$ cat config.mk
export PLATFORM = sky130hd
export DESIGN_NAME = conv_layer_loader
export DESIGN_NICKNAME = d
export VERILOG_FILES = /design/src/rtl/conv_layer_loader.sv
export SDC_FILE = /design/constraint.sdc
export NUM_CORES = 1
export LEC_CHECK = 0
export BUFFER_PORTS_ARGS = -buffer_cell sky130_fd_sc_hd__buf_4
export CORE_UTILIZATION = 45
export DETAILED_ROUTE_END_ITERATION = 7
export GPL_TIMING_DRIVEN = 0
export PLACE_DENSITY_LB_ADDON = 0.25
export SLEW_MARGIN = 20
export SYNTH_ARGS = -nofsm -noshare
export SYNTH_HDL_FRONTEND = slang
export SYNTH_SLANG_ARGS = --single-unit
$ cat constraint.sdc
create_clock -name clk -period 4.64 [get_ports clk]
set_clock_uncertainty 0.1 [all_clocks]
set_input_delay 0.696 -clock clk [delete_from_list [all_inputs] [get_ports clk]]
set_output_delay 0.696 -clock clk [all_outputs]
set_load 0.01 [all_outputs]
$ cat src/rtl/conv_layer_loader.sv
// conv_layer_loader: streams the input feature map and conv kernels from a
// source memory port into the FM, weight and bias RAMs. It does one full
// initial load, then refills one kernel slot per update request, and lets a
// host write the FM RAM whenever the loader is not using that port.
module conv_layer_loader #(
    parameter int DATA_WIDTH     = 16,
    parameter int FM_WORDS       = 154587,
    parameter int KERNEL_WORDS   = 363,
    parameter int KERNEL_NUM     = 96,
    parameter int SLOTS          = 2,
    parameter int SLOT_STRIDE    = 512,
    parameter int FM_ADDR_WIDTH  = 19,
    parameter int W_ADDR_WIDTH   = 13,
    parameter int B_ADDR_WIDTH   = 1,
    parameter int SRC_ADDR_WIDTH = 20,
    parameter int FM_SRC_BASE    = 0,
    parameter int W_SRC_BASE     = FM_WORDS,
    parameter int B_SRC_BASE     = FM_WORDS + KERNEL_NUM * KERNEL_WORDS
) (
    input  logic                               clk,
    input  logic                               rst,
    input  logic                               init_start,
    input  logic                               upd_start,
    input  logic [B_ADDR_WIDTH-1:0]            upd_slot,
    output logic                               src_rd_en,
    output logic [SRC_ADDR_WIDTH-1:0]          src_addr,
    input  logic [DATA_WIDTH-1:0]              src_rdata,
    output logic                               fm_we,
    output logic [FM_ADDR_WIDTH-1:0]           fm_waddr,
    output logic [DATA_WIDTH-1:0]              fm_wdata,
    output logic                               w_we,
    output logic [W_ADDR_WIDTH-1:0]            w_waddr,
    output logic [DATA_WIDTH-1:0]              w_wdata,
    output logic                               b_we,
    output logic [B_ADDR_WIDTH-1:0]            b_waddr,
    output logic [DATA_WIDTH-1:0]              b_wdata,
    input  logic                               host_we,
    input  logic [FM_ADDR_WIDTH-1:0]           host_addr,
    input  logic [DATA_WIDTH-1:0]              host_data,
    output logic                               host_ready,
    output logic                               busy,
    output logic                               init_done,
    output logic                               upd_done,
    output logic                               upd_err,
    output logic [$clog2(KERNEL_NUM+1)-1:0]    kernel_idx
);

    localparam int CNT_MAX   = (FM_WORDS > KERNEL_WORDS) ? FM_WORDS : KERNEL_WORDS;
    localparam int CNT_WIDTH = $clog2(CNT_MAX + 1);
    localparam int KI_WIDTH  = $clog2(KERNEL_NUM + 1);
    localparam int RA_TMP    = (FM_ADDR_WIDTH > W_ADDR_WIDTH) ? FM_ADDR_WIDTH : W_ADDR_WIDTH;
    localparam int RA_WIDTH  = (RA_TMP > B_ADDR_WIDTH) ? RA_TMP : B_ADDR_WIDTH;

    localparam logic [2:0] S_IDLE  = 3'd0;
    localparam logic [2:0] S_FM    = 3'd1;
    localparam logic [2:0] S_WGT   = 3'd2;
    localparam logic [2:0] S_BIAS  = 3'd3;
    localparam logic [2:0] S_DRAIN = 3'd4;

    localparam logic [1:0] T_FM = 2'd0;
    localparam logic [1:0] T_W  = 2'd1;
    localparam logic [1:0] T_B  = 2'd2;

    localparam logic [CNT_WIDTH-1:0]    FM_LAST   = CNT_WIDTH'(FM_WORDS - 1);
    localparam logic [CNT_WIDTH-1:0]    W_LAST    = CNT_WIDTH'(KERNEL_WORDS - 1);
    localparam logic [B_ADDR_WIDTH-1:0] SLOT_LAST = B_ADDR_WIDTH'(SLOTS - 1);

    // Source address of word 0 of kernel k.
    function automatic logic [SRC_ADDR_WIDTH-1:0] w_src(input logic [KI_WIDTH-1:0] k);
        return SRC_ADDR_WIDTH'(W_SRC_BASE + int'(k) * KERNEL_WORDS);
    endfunction

    // Weight-RAM address of word 0 of slot s.
    function automatic logic [RA_WIDTH-1:0] slot_base(input logic [B_ADDR_WIDTH-1:0] s);
        return RA_WIDTH'(int'(s) * SLOT_STRIDE);
    endfunction

    // Control / read-stage state
    logic [2:0]                state_q, state_d;
    logic [CNT_WIDTH-1:0]      cnt_q, cnt_d;
    logic [B_ADDR_WIDTH-1:0]   slot_q, slot_d;
    logic [KI_WIDTH-1:0]       kidx_q, kidx_d;
    logic                      init_mode_q, init_mode_d;
    logic                      init_done_q, init_done_d;
    logic                      upd_done_q, upd_done_d;
    logic                      upd_err_q, upd_err_d;
    logic                      busy_q, busy_d;
    logic                      host_ready_q, host_ready_d;
    logic                      rd_en_q, rd_en_d;
    logic [SRC_ADDR_WIDTH-1:0] src_addr_q, src_addr_d;
    logic [1:0]                rd_tgt_q, rd_tgt_d;
    logic [RA_WIDTH-1:0]       rd_waddr_q, rd_waddr_d;

    // Write stage
    logic                      host_acc_s;
    logic                      fm_we_q, fm_we_d;
    logic                      fm_host_q, fm_host_d;
    logic [FM_ADDR_WIDTH-1:0]  fm_waddr_q, fm_waddr_d;
    logic [DATA_WIDTH-1:0]     fm_hdata_q, fm_hdata_d;
    logic                      w_we_q, w_we_d;
    logic [W_ADDR_WIDTH-1:0]   w_waddr_q, w_waddr_d;
    logic                      b_we_q, b_we_d;
    logic [B_ADDR_WIDTH-1:0]   b_waddr_q, b_waddr_d;

    // Sequencer: chooses the next read and the RAM address its data lands at.
    always_comb begin
        state_d     = state_q;
        cnt_d       = cnt_q;
        slot_d      = slot_q;
        kidx_d      = kidx_q;
        init_mode_d = init_mode_q;
        init_done_d = init_done_q;
        upd_done_d  = 1'b0;
        upd_err_d   = 1'b0;
        rd_en_d     = 1'b0;
        src_addr_d  = src_addr_q;
        rd_tgt_d    = rd_tgt_q;
        rd_waddr_d  = rd_waddr_q;
        case (state_q)
            S_IDLE: begin
                if (init_start) begin
                    // init wins over a simultaneous update, which is dropped
                    state_d     = S_FM;
                    cnt_d       = '0;
                    slot_d      = '0;
                    kidx_d      = '0;
                    init_mode_d = 1'b1;
                    init_done_d = 1'b0;
                    rd_en_d     = 1'b1;
                    src_addr_d  = SRC_ADDR_WIDTH'(FM_SRC_BASE);
                    rd_tgt_d    = T_FM;
                    rd_waddr_d  = '0;
                end else if (upd_start) begin
                    if (!init_done_q || int'(kidx_q) >= KERNEL_NUM || int'(upd_slot) >= SLOTS) begin
                        upd_err_d = 1'b1;
                    end else begin
                        state_d     = S_WGT;
                        cnt_d       = '0;
                        slot_d      = upd_slot;
                        init_mode_d = 1'b0;
                        rd_en_d     = 1'b1;
                        src_addr_d  = w_src(kidx_q);
                        rd_tgt_d    = T_W;
                        rd_waddr_d  = slot_base(upd_slot);
                    end
                end else begin
                    state_d = S_IDLE;
                end
            end
            S_FM: begin
                rd_en_d = 1'b1;
                if (cnt_q == FM_LAST) begin
                    state_d    = S_WGT;
                    cnt_d      = '0;
                    src_addr_d = w_src(kidx_q);
                    rd_tgt_d   = T_W;
                    rd_waddr_d = slot_base(slot_q);
                end else begin
                    cnt_d      = cnt_q + CNT_WIDTH'(1);
                    src_addr_d = src_addr_q + SRC_ADDR_WIDTH'(1);
                    rd_waddr_d = rd_waddr_q + RA_WIDTH'(1);
                end
            end
            S_WGT: begin
                rd_en_d = 1'b1;
                if (cnt_q == W_LAST) begin
                    state_d    = S_BIAS;
                    src_addr_d = SRC_ADDR_WIDTH'(B_SRC_BASE + int'(kidx_q));
                    rd_tgt_d   = T_B;
                    rd_waddr_d = RA_WIDTH'(slot_q);
                end else begin
                    cnt_d      = cnt_q + CNT_WIDTH'(1);
                    src_addr_d = src_addr_q + SRC_ADDR_WIDTH'(1);
                    rd_waddr_d = rd_waddr_q + RA_WIDTH'(1);
                end
            end
            S_BIAS: begin
                kidx_d = kidx_q + KI_WIDTH'(1);
                if (init_mode_q && slot_q != SLOT_LAST) begin
                    // initial load continues with kernel k+1 into slot k+1
                    state_d    = S_WGT;
                    slot_d     = slot_q + B_ADDR_WIDTH'(1);
                    cnt_d      = '0;
                    rd_en_d    = 1'b1;
                    src_addr_d = w_src(kidx_q + KI_WIDTH'(1));
                    rd_tgt_d   = T_W;
                    rd_waddr_d = slot_base(slot_q + B_ADDR_WIDTH'(1));
                end else begin
                    state_d = S_DRAIN;
                end
            end
            S_DRAIN: begin
                state_d = S_IDLE;
                if (init_mode_q) begin
                    init_done_d = 1'b1;
                end else begin
                    upd_done_d = 1'b1;
                end
            end
            default: begin
                state_d = S_IDLE;
            end
        endcase
    end

    // Status flags registered from the next state so they line up with it.
    always_comb begin
        busy_d       = (state_d != S_IDLE);
        host_ready_d = !((state_d == S_FM) || (state_d == S_DRAIN && state_q == S_FM));
    end

    // Write stage: data returned this cycle is written at the address captured with its read.
    always_comb begin
        host_acc_s = host_we && host_ready_q;
        fm_we_d    = (rd_en_q && rd_tgt_q == T_FM) || host_acc_s;
        fm_host_d  = host_acc_s;
        fm_hdata_d = fm_hdata_q;
        fm_waddr_d = fm_waddr_q;
        if (host_acc_s) begin
            fm_waddr_d = host_addr;
            fm_hdata_d = host_data;
        end else if (rd_en_q && rd_tgt_q == T_FM) begin
            fm_waddr_d = rd_waddr_q[FM_ADDR_WIDTH-1:0];
        end else begin
            fm_waddr_d = fm_waddr_q;
        end
        w_we_d    = rd_en_q && (rd_tgt_q == T_W);
        w_waddr_d = w_we_d ? rd_waddr_q[W_ADDR_WIDTH-1:0] : w_waddr_q;
        b_we_d    = rd_en_q && (rd_tgt_q == T_B);
        b_waddr_d = b_we_d ? rd_waddr_q[B_ADDR_WIDTH-1:0] : b_waddr_q;
    end

    // State registers with synchronous active-low reset; reset aborts any load.
    always_ff @(posedge clk) begin
        if (!rst) begin
            state_q      <= S_IDLE;
            cnt_q        <= '0;
            slot_q       <= '0;
            kidx_q       <= '0;
            init_mode_q  <= 1'b0;
            init_done_q  <= 1'b0;
            upd_done_q   <= 1'b0;
            upd_err_q    <= 1'b0;
            busy_q       <= 1'b0;
            host_ready_q <= 1'b1;
            rd_en_q      <= 1'b0;
            src_addr_q   <= '0;
            rd_tgt_q     <= T_FM;
            rd_waddr_q   <= '0;
            fm_we_q      <= 1'b0;
            fm_host_q    <= 1'b0;
            fm_waddr_q   <= '0;
            fm_hdata_q   <= '0;
            w_we_q       <= 1'b0;
            w_waddr_q    <= '0;
            b_we_q       <= 1'b0;
            b_waddr_q    <= '0;
        end else begin
            state_q      <= state_d;
            cnt_q        <= cnt_d;
            slot_q       <= slot_d;
            kidx_q       <= kidx_d;
            init_mode_q  <= init_mode_d;
            init_done_q  <= init_done_d;
            upd_done_q   <= upd_done_d;
            upd_err_q    <= upd_err_d;
            busy_q       <= busy_d;
            host_ready_q <= host_ready_d;
            rd_en_q      <= rd_en_d;
            src_addr_q   <= src_addr_d;
            rd_tgt_q     <= rd_tgt_d;
            rd_waddr_q   <= rd_waddr_d;
            fm_we_q      <= fm_we_d;
            fm_host_q    <= fm_host_d;
            fm_waddr_q   <= fm_waddr_d;
            fm_hdata_q   <= fm_hdata_d;
            w_we_q       <= w_we_d;
            w_waddr_q    <= w_waddr_d;
            b_we_q       <= b_we_d;
            b_waddr_q    <= b_waddr_d;
        end
    end

    // Source data arrives in the write cycle, so the write data is steered here; it is gated to 0 when idle.
    always_comb begin
        fm_wdata = fm_host_q ? fm_hdata_q : (fm_we_q ? src_rdata : '0);
        w_wdata  = w_we_q ? src_rdata : '0;
        b_wdata  = b_we_q ? src_rdata : '0;
    end

    assign src_rd_en  = rd_en_q;
    assign src_addr   = src_addr_q;
    assign fm_we      = fm_we_q;
    assign fm_waddr   = fm_waddr_q;
    assign w_we       = w_we_q;
    assign w_waddr    = w_waddr_q;
    assign b_we       = b_we_q;
    assign b_waddr    = b_waddr_q;
    assign host_ready = host_ready_q;
    assign busy       = busy_q;
    assign init_done  = init_done_q;
    assign upd_done   = upd_done_q;
    assign upd_err    = upd_err_q;
    assign kernel_idx = kidx_q;

endmodule

# == Yosys cells after proc, flatten, opt, wreduce, memory -nomap -nowiden ==
# Index checks and enable logic that the tools add are counted.
# word_totals
ff_bits,130
word_cells,146
# classes
addsub,8
n_reduce_logical,29
eq_ne,19
mul,2
bitwise,4
n_mux,61
magnitude_cmp,1
# ops
op,count
2-to-1 mux 19 bit,8
2-to-1 mux 20 bit,6
2-to-1 mux 18 bit,6
one-hot mux 20 bit (4 select lines),1
one-hot mux 19 bit (4 select lines),1
one-hot mux 18 bit (4 select lines),1
2-to-1 mux 16 bit,4
adder 18 x 16 -> 19 bit (first input constant),2
multiplier 7 x 9 -> 16 bit (second input constant),2
adder 20 x 1 -> 20 bit (second input constant),1
adder 18 x 7 -> 19 bit (first input constant),1
adder 19 x 1 -> 19 bit (second input constant),1
adder 18 x 1 -> 18 bit (second input constant),1
equality test 18 bit (second input constant),1
equality test 18 x 9 -> 1 bit (second input constant),1
2-to-1 mux 3 bit,6
2-to-1 mux 1 bit,15
inequality test 2 bit (second input constant),7
one-hot mux 7 bit (2 select lines),1
2-to-1 mux 2 bit,6
one-hot mux 3 bit (4 select lines),1
one-hot mux 2 bit (4 select lines),1
AND reduction 4 bit,2
nonzero test 2 bit,4
other kinds (26),44

# == Depth between registers and ports, before layout ==
# logic_depth
depth_word,10
mapped_depth,19

# == Least setup slack after synthesis ==
# OpenSTA, ideal clock, no wires.
# synth_path
path_type,flip-flop to flip-flop
from,register kidx_q[0] (netlist: kernel_idx[0])
to,register src_addr_q[14] (netlist: src_addr[14])
setup_slack_ps,-517
setup_time_ps,128
synth_period_minus_slack_ps,5157
n_path_buf,1
required_ps,4412
stages_incl_launch_ff,19
arrival_time_ps,4929
path_cell_list,dfxtp_1 > clkbuf_1 > nand3_1 > xnor2_1 > inv_1 > ha_1 > inv_1 > fa_1 > fa_1 > fa_1 > inv_1 > ha_1 > o21a_1 > o22ai_1 > o31a_1 > o21bai_1 > xor2_1 > a221oi_1 > nor2_1
# synth_via
elab_chain_cells,6
word_cells_on_any_way,17
cone_classes,4 x add/sub; 2 x mul; 1 x order compare; 1 x eq/ne; 7 x mux; 2 x reduce/logical
# synth_lines
element,line,source
from (decl),82,"logic [KI_WIDTH-1:0] kidx_q, kidx_d;"
from (signal assigned),262,kidx_q <= kidx_d;
"parallel branches: the longest is 6 deep, another holds adder 18 x 16 -> 19 bit",--,
to (signal assigned),270,src_addr_q <= src_addr_d;
to (decl),90,"logic [SRC_ADDR_WIDTH-1:0] src_addr_q, src_addr_d;"
# Parallel ways; which one is timed is not known. The select of a mux whose other input is x is not followed.
# A chain may end at the register's enable or synchronous reset.

# == Worst setup path after layout ==
# layout_path
from,register kidx_q[4] (netlist: kernel_idx[4])
to,register src_addr_q[15] (netlist: src_addr[15])
# The elaborated chain is that of the path after synthesis.

==> metrics.txt <==
crit-path max FO 4; Remaining DRCs 0; #FFs+latches synth 130; Synth cell types 67; die height 146.5 um; layout cells sized above 1 0.2358; port bufs 172; vias in the first global route 8718; final setup margin -0.002275 ns; crit-path cells ha_4 -> nand3_4 -> xnor2_4 -> inv_2 -> ha_4 -> inv_2 -> fa_2 -> fa_2 -> fa_1 -> inv_2 -> ha_4 -> nand3b_1 -> nor3_2 -> nor2_2 -> o31ai_2 -> xnor2_2 -> a211oi_2 -> a31oi_2; Avg WL per Cell 18.11 um; family with the most delay on the worst path adder cells; total number of vias 9155; multi-input logic area 6686 um2; clk_lat worst skew 0.43 ns; Initial DRT Pass Iterations 5; leading area contributor after synthesis dfxtp_1; Logic pwr share 0.119; Peak VDD IR 0.0002142 V; Layout Nets 1549; CTS Sinks 130; Reg power frac 0.418; Worst setup EP type flop; failing checks negative setup slack; Core Rows 52; GRT overflow 0; endpoints failing setup 1; critical path's slowest cell fa_2; initial core utilization 0.4613; vias per cell 5.555; CTS tree yes; top post-synthesis cells by area dfxtp_1 (28%), ha_1 (12%), fa_1 (7.2%), nand2_1 (5.7%), a21oi_1 (4.6%); Tightest Pin Transition 0.9699 ns; clock transition at the registers of the reported paths 0.06 ns; max cap viols 0; min-delay src fm_hdata_q[5]$_SDFFE_PN0P_; Hold EP fm_hdata_q[5]$_SDFFE_PN0P_; Chip Width 146.5 um; number of synthesized flops with an enable pin 0; Final Slew Violations 0; Int Power 2.075 mW; Area Overhead vs Synth 30.98%; gpl congestion 0.9099; switching portion of total power 0.2745; run status finished, violations left; Post-DRT Antenna Nets 0; Initial DRC Count 626; Hold Vio Cnt, Final 0; P per Cell Area 232.4 nW/um2; Routed WL 29840 um; sequential share of the synthesized area 0.2770; Clk Tree Root Cell clkbuf_16; n_diodes 0; fraction of registers with async set/reset 0; final instance area 12300 um2; Peak Freq 0.2154 GHz; Syn Std Cell Area 9394 um2; Total GRT Usage 0.2831; synthesized instance count 1143; first-pass GRT wire length 47490 um; most frequent cells in the layout buf_4 (204), nand2_1 (142), dfxtp_1 (123); clock buffer depth 2; RSZ-0062 raised after global routing true; CP peak stage delay 0.56 ns; Die ar. 21460 um2; cts bufs inserted 17; Area after DPL 11090 um2; H-tree depth 4; Yosys top cell area share 0.2770; R2R depth 18; Rel. slew slack 0.3534; syn_nets 1327; initial antenna violation count 0; setup tns final -0.002275 ns; Static Leak 5.367 nW; hpwl dp 22440 um; Tmin final 4.642 ns; Hold Path Class flop to flop; io pins 174; Syn Area/Cell 8.219 um2; crit path kind flop to flop; Final Cycle Share 1.000; prevailing post-synth register cell dfxtp_1; clock share of power 0.463; CP Data Arrival Time 4.82 ns; Required @ worst endpoint 4.81 ns; P_sw 0.7851 mW; worst path bufs/invs 3; hold depth 2; RR Endpoint src_addr[15]$_SDFFE_PN0P_; Final Util 0.6042; Std-Cell Core Area 20360 um2; Startpoint Class flop; FF-to-FF setup slack -0.002 ns; commonest non-fill, non-tap cell in the layout buf_4; R2R Path Start kernel_idx[4]$_SDFFE_PN0P_; Layout fillers 1813; largest net degree at the start of global routing 17; Seq. cell area 2629 um2; yosys synthesis warning count 0
power by group through the flow:
stage                     Combinational, mW  Sequential [mW]  Clock (mW)
after CTS                             0.340             1.19        1.34
after global routing                  0.369             1.20        1.39
after global placement                0.336             1.22           0
after detailed placement              0.337             1.22           0
after floorplan                       0.168             1.22           0
final                                 0.342             1.19        1.32
through the flow:
stage | total power, mW | setup WS [ns] | std cells | hold WS (ns)
after floorplan | 1.386 | 0.0007323 | 1143 | 0.3366
after global placement | 1.554 | -0.7326 | 1585 | 0.3428
after detailed placement | 1.556 | -0.7149 | 1585 | 0.3472
after CTS | 2.868 | 0.00002087 | 1635 | 0.3556
after global routing | 2.962 | -0.1334 | 1648 | 0.3700
final | 2.860 | -0.002275 | 1648 | 0.3546
cell type report:
cell class / instances / share of cell area
Buffer: 53 / 0.02095
Clock buffer: 19 / 0.03681
Clock inverter: 13 / 0.01007
Inverter: 77 / 0.02380
Multi-Input combinational cell: 883 / 0.5434
Sequential cell: 130 / 0.2136
Tap cell: 270 / 0.02746
Timing Repair Buffer: 203 / 0.1239
worst max-delay path by stage:
stage                                from                        end  slack, ns  depth (start not counted)
6_report       kernel_idx[4]$_SDFFE_PN0P_  src_addr[15]$_SDFFE_PN0P_     -0.002                         18
5_1_grt        kernel_idx[4]$_SDFFE_PN0P_  src_addr[14]$_SDFFE_PN0P_      -0.13                         18
4_1_cts        kernel_idx[2]$_SDFFE_PN0P_  src_addr[14]$_SDFFE_PN0P_    0.00002                         18
3_5_place_dp   kernel_idx[0]$_SDFFE_PN0P_  src_addr[15]$_SDFFE_PN0P_      -0.71                         16
3_3_place_gp   kernel_idx[0]$_SDFFE_PN0P_  src_addr[15]$_SDFFE_PN0P_      -0.73                         16
2_1_floorplan  kernel_idx[1]$_SDFFE_PN0P_  src_addr[14]$_SDFFE_PN0P_     0.0007                         18
layer usage:
layer / vias to the layer above / GRT usage / part of all wire
li1: 4380 / - / -
met1: 4359 / 0.3722 / 0.43
met4: 0 / 0.08750 / 0.023
met3: 41 / 0.05500 / 0.076
met5: - / 0 / 0
met2: 375 / 0.4669 / 0.47
cell families (layout without fill, tap and decap cells):
logic type               Yosys count  in the layout  share of synthesized area
multiplexers                      22             22                    0.02357
AO/OA/AOI/OAI                    244            244                     0.1606
adder cells (fa/ha/maj)          127            127                     0.1963
XOR/XNOR                          78             78                    0.07272
buffers and inverters            130            365                    0.05474
AND/OR/NAND/NOR                  412            412                     0.2150
flip-flops                       130            130                     0.2770
registers in the layout, indices dropped and copies added (netlist names):
signal       count
upd_done         1
w_waddr         13
fm_host_q        1
src_addr        20
b_we             1
fm_hdata_q      16
rd_tgt_q         2
fm_waddr        19
init_done        1
slot_q           1
src_rd_en        1
state_q          3
busy             1
w_we             1
kernel_idx       7
host_ready       1
cnt_q           18
init_mode_q      1
b_waddr          1
rd_waddr_q      19
fm_we            1
upd_err          1
worst reg2reg max path: cells and delay by family, from the launching register on:
family / cells / cell delay (ns)
fa+ha+maj: 6 / 2.28
compound gates: 3 / 0.75
flops: 1 / 0.39
xor+xnor: 2 / 0.34
simple gates: 4 / 0.46
buf+inv: 3 / 0.17
repair_timing:
item                       CTS  global route
hold buffers                 0             0
gates resized for setup     40            29
pin swaps                   19            23
setup buffers               18            13
setup endpoints to repair   12            10
cloned                       0             0
Yosys cell counts, types with 8 or more instances:
library cell and n:
nand4_1 14, ha_1 93, mux2i_1 21, and2_1 38, and3_1 16, a211oi_1 22, nor2_1 94, o21ai_0 61
nand3_1 35, xnor2_1 46, clkbuf_1 41, nor3_1 14, xor2_1 32, nand2_1 143, inv_1 77, nand2b_1 8
dfxtp_1 130, or3_1 9, a21o_1 11, fa_1 34, a21oi_1 86
(Power assumes the default switching activity.)
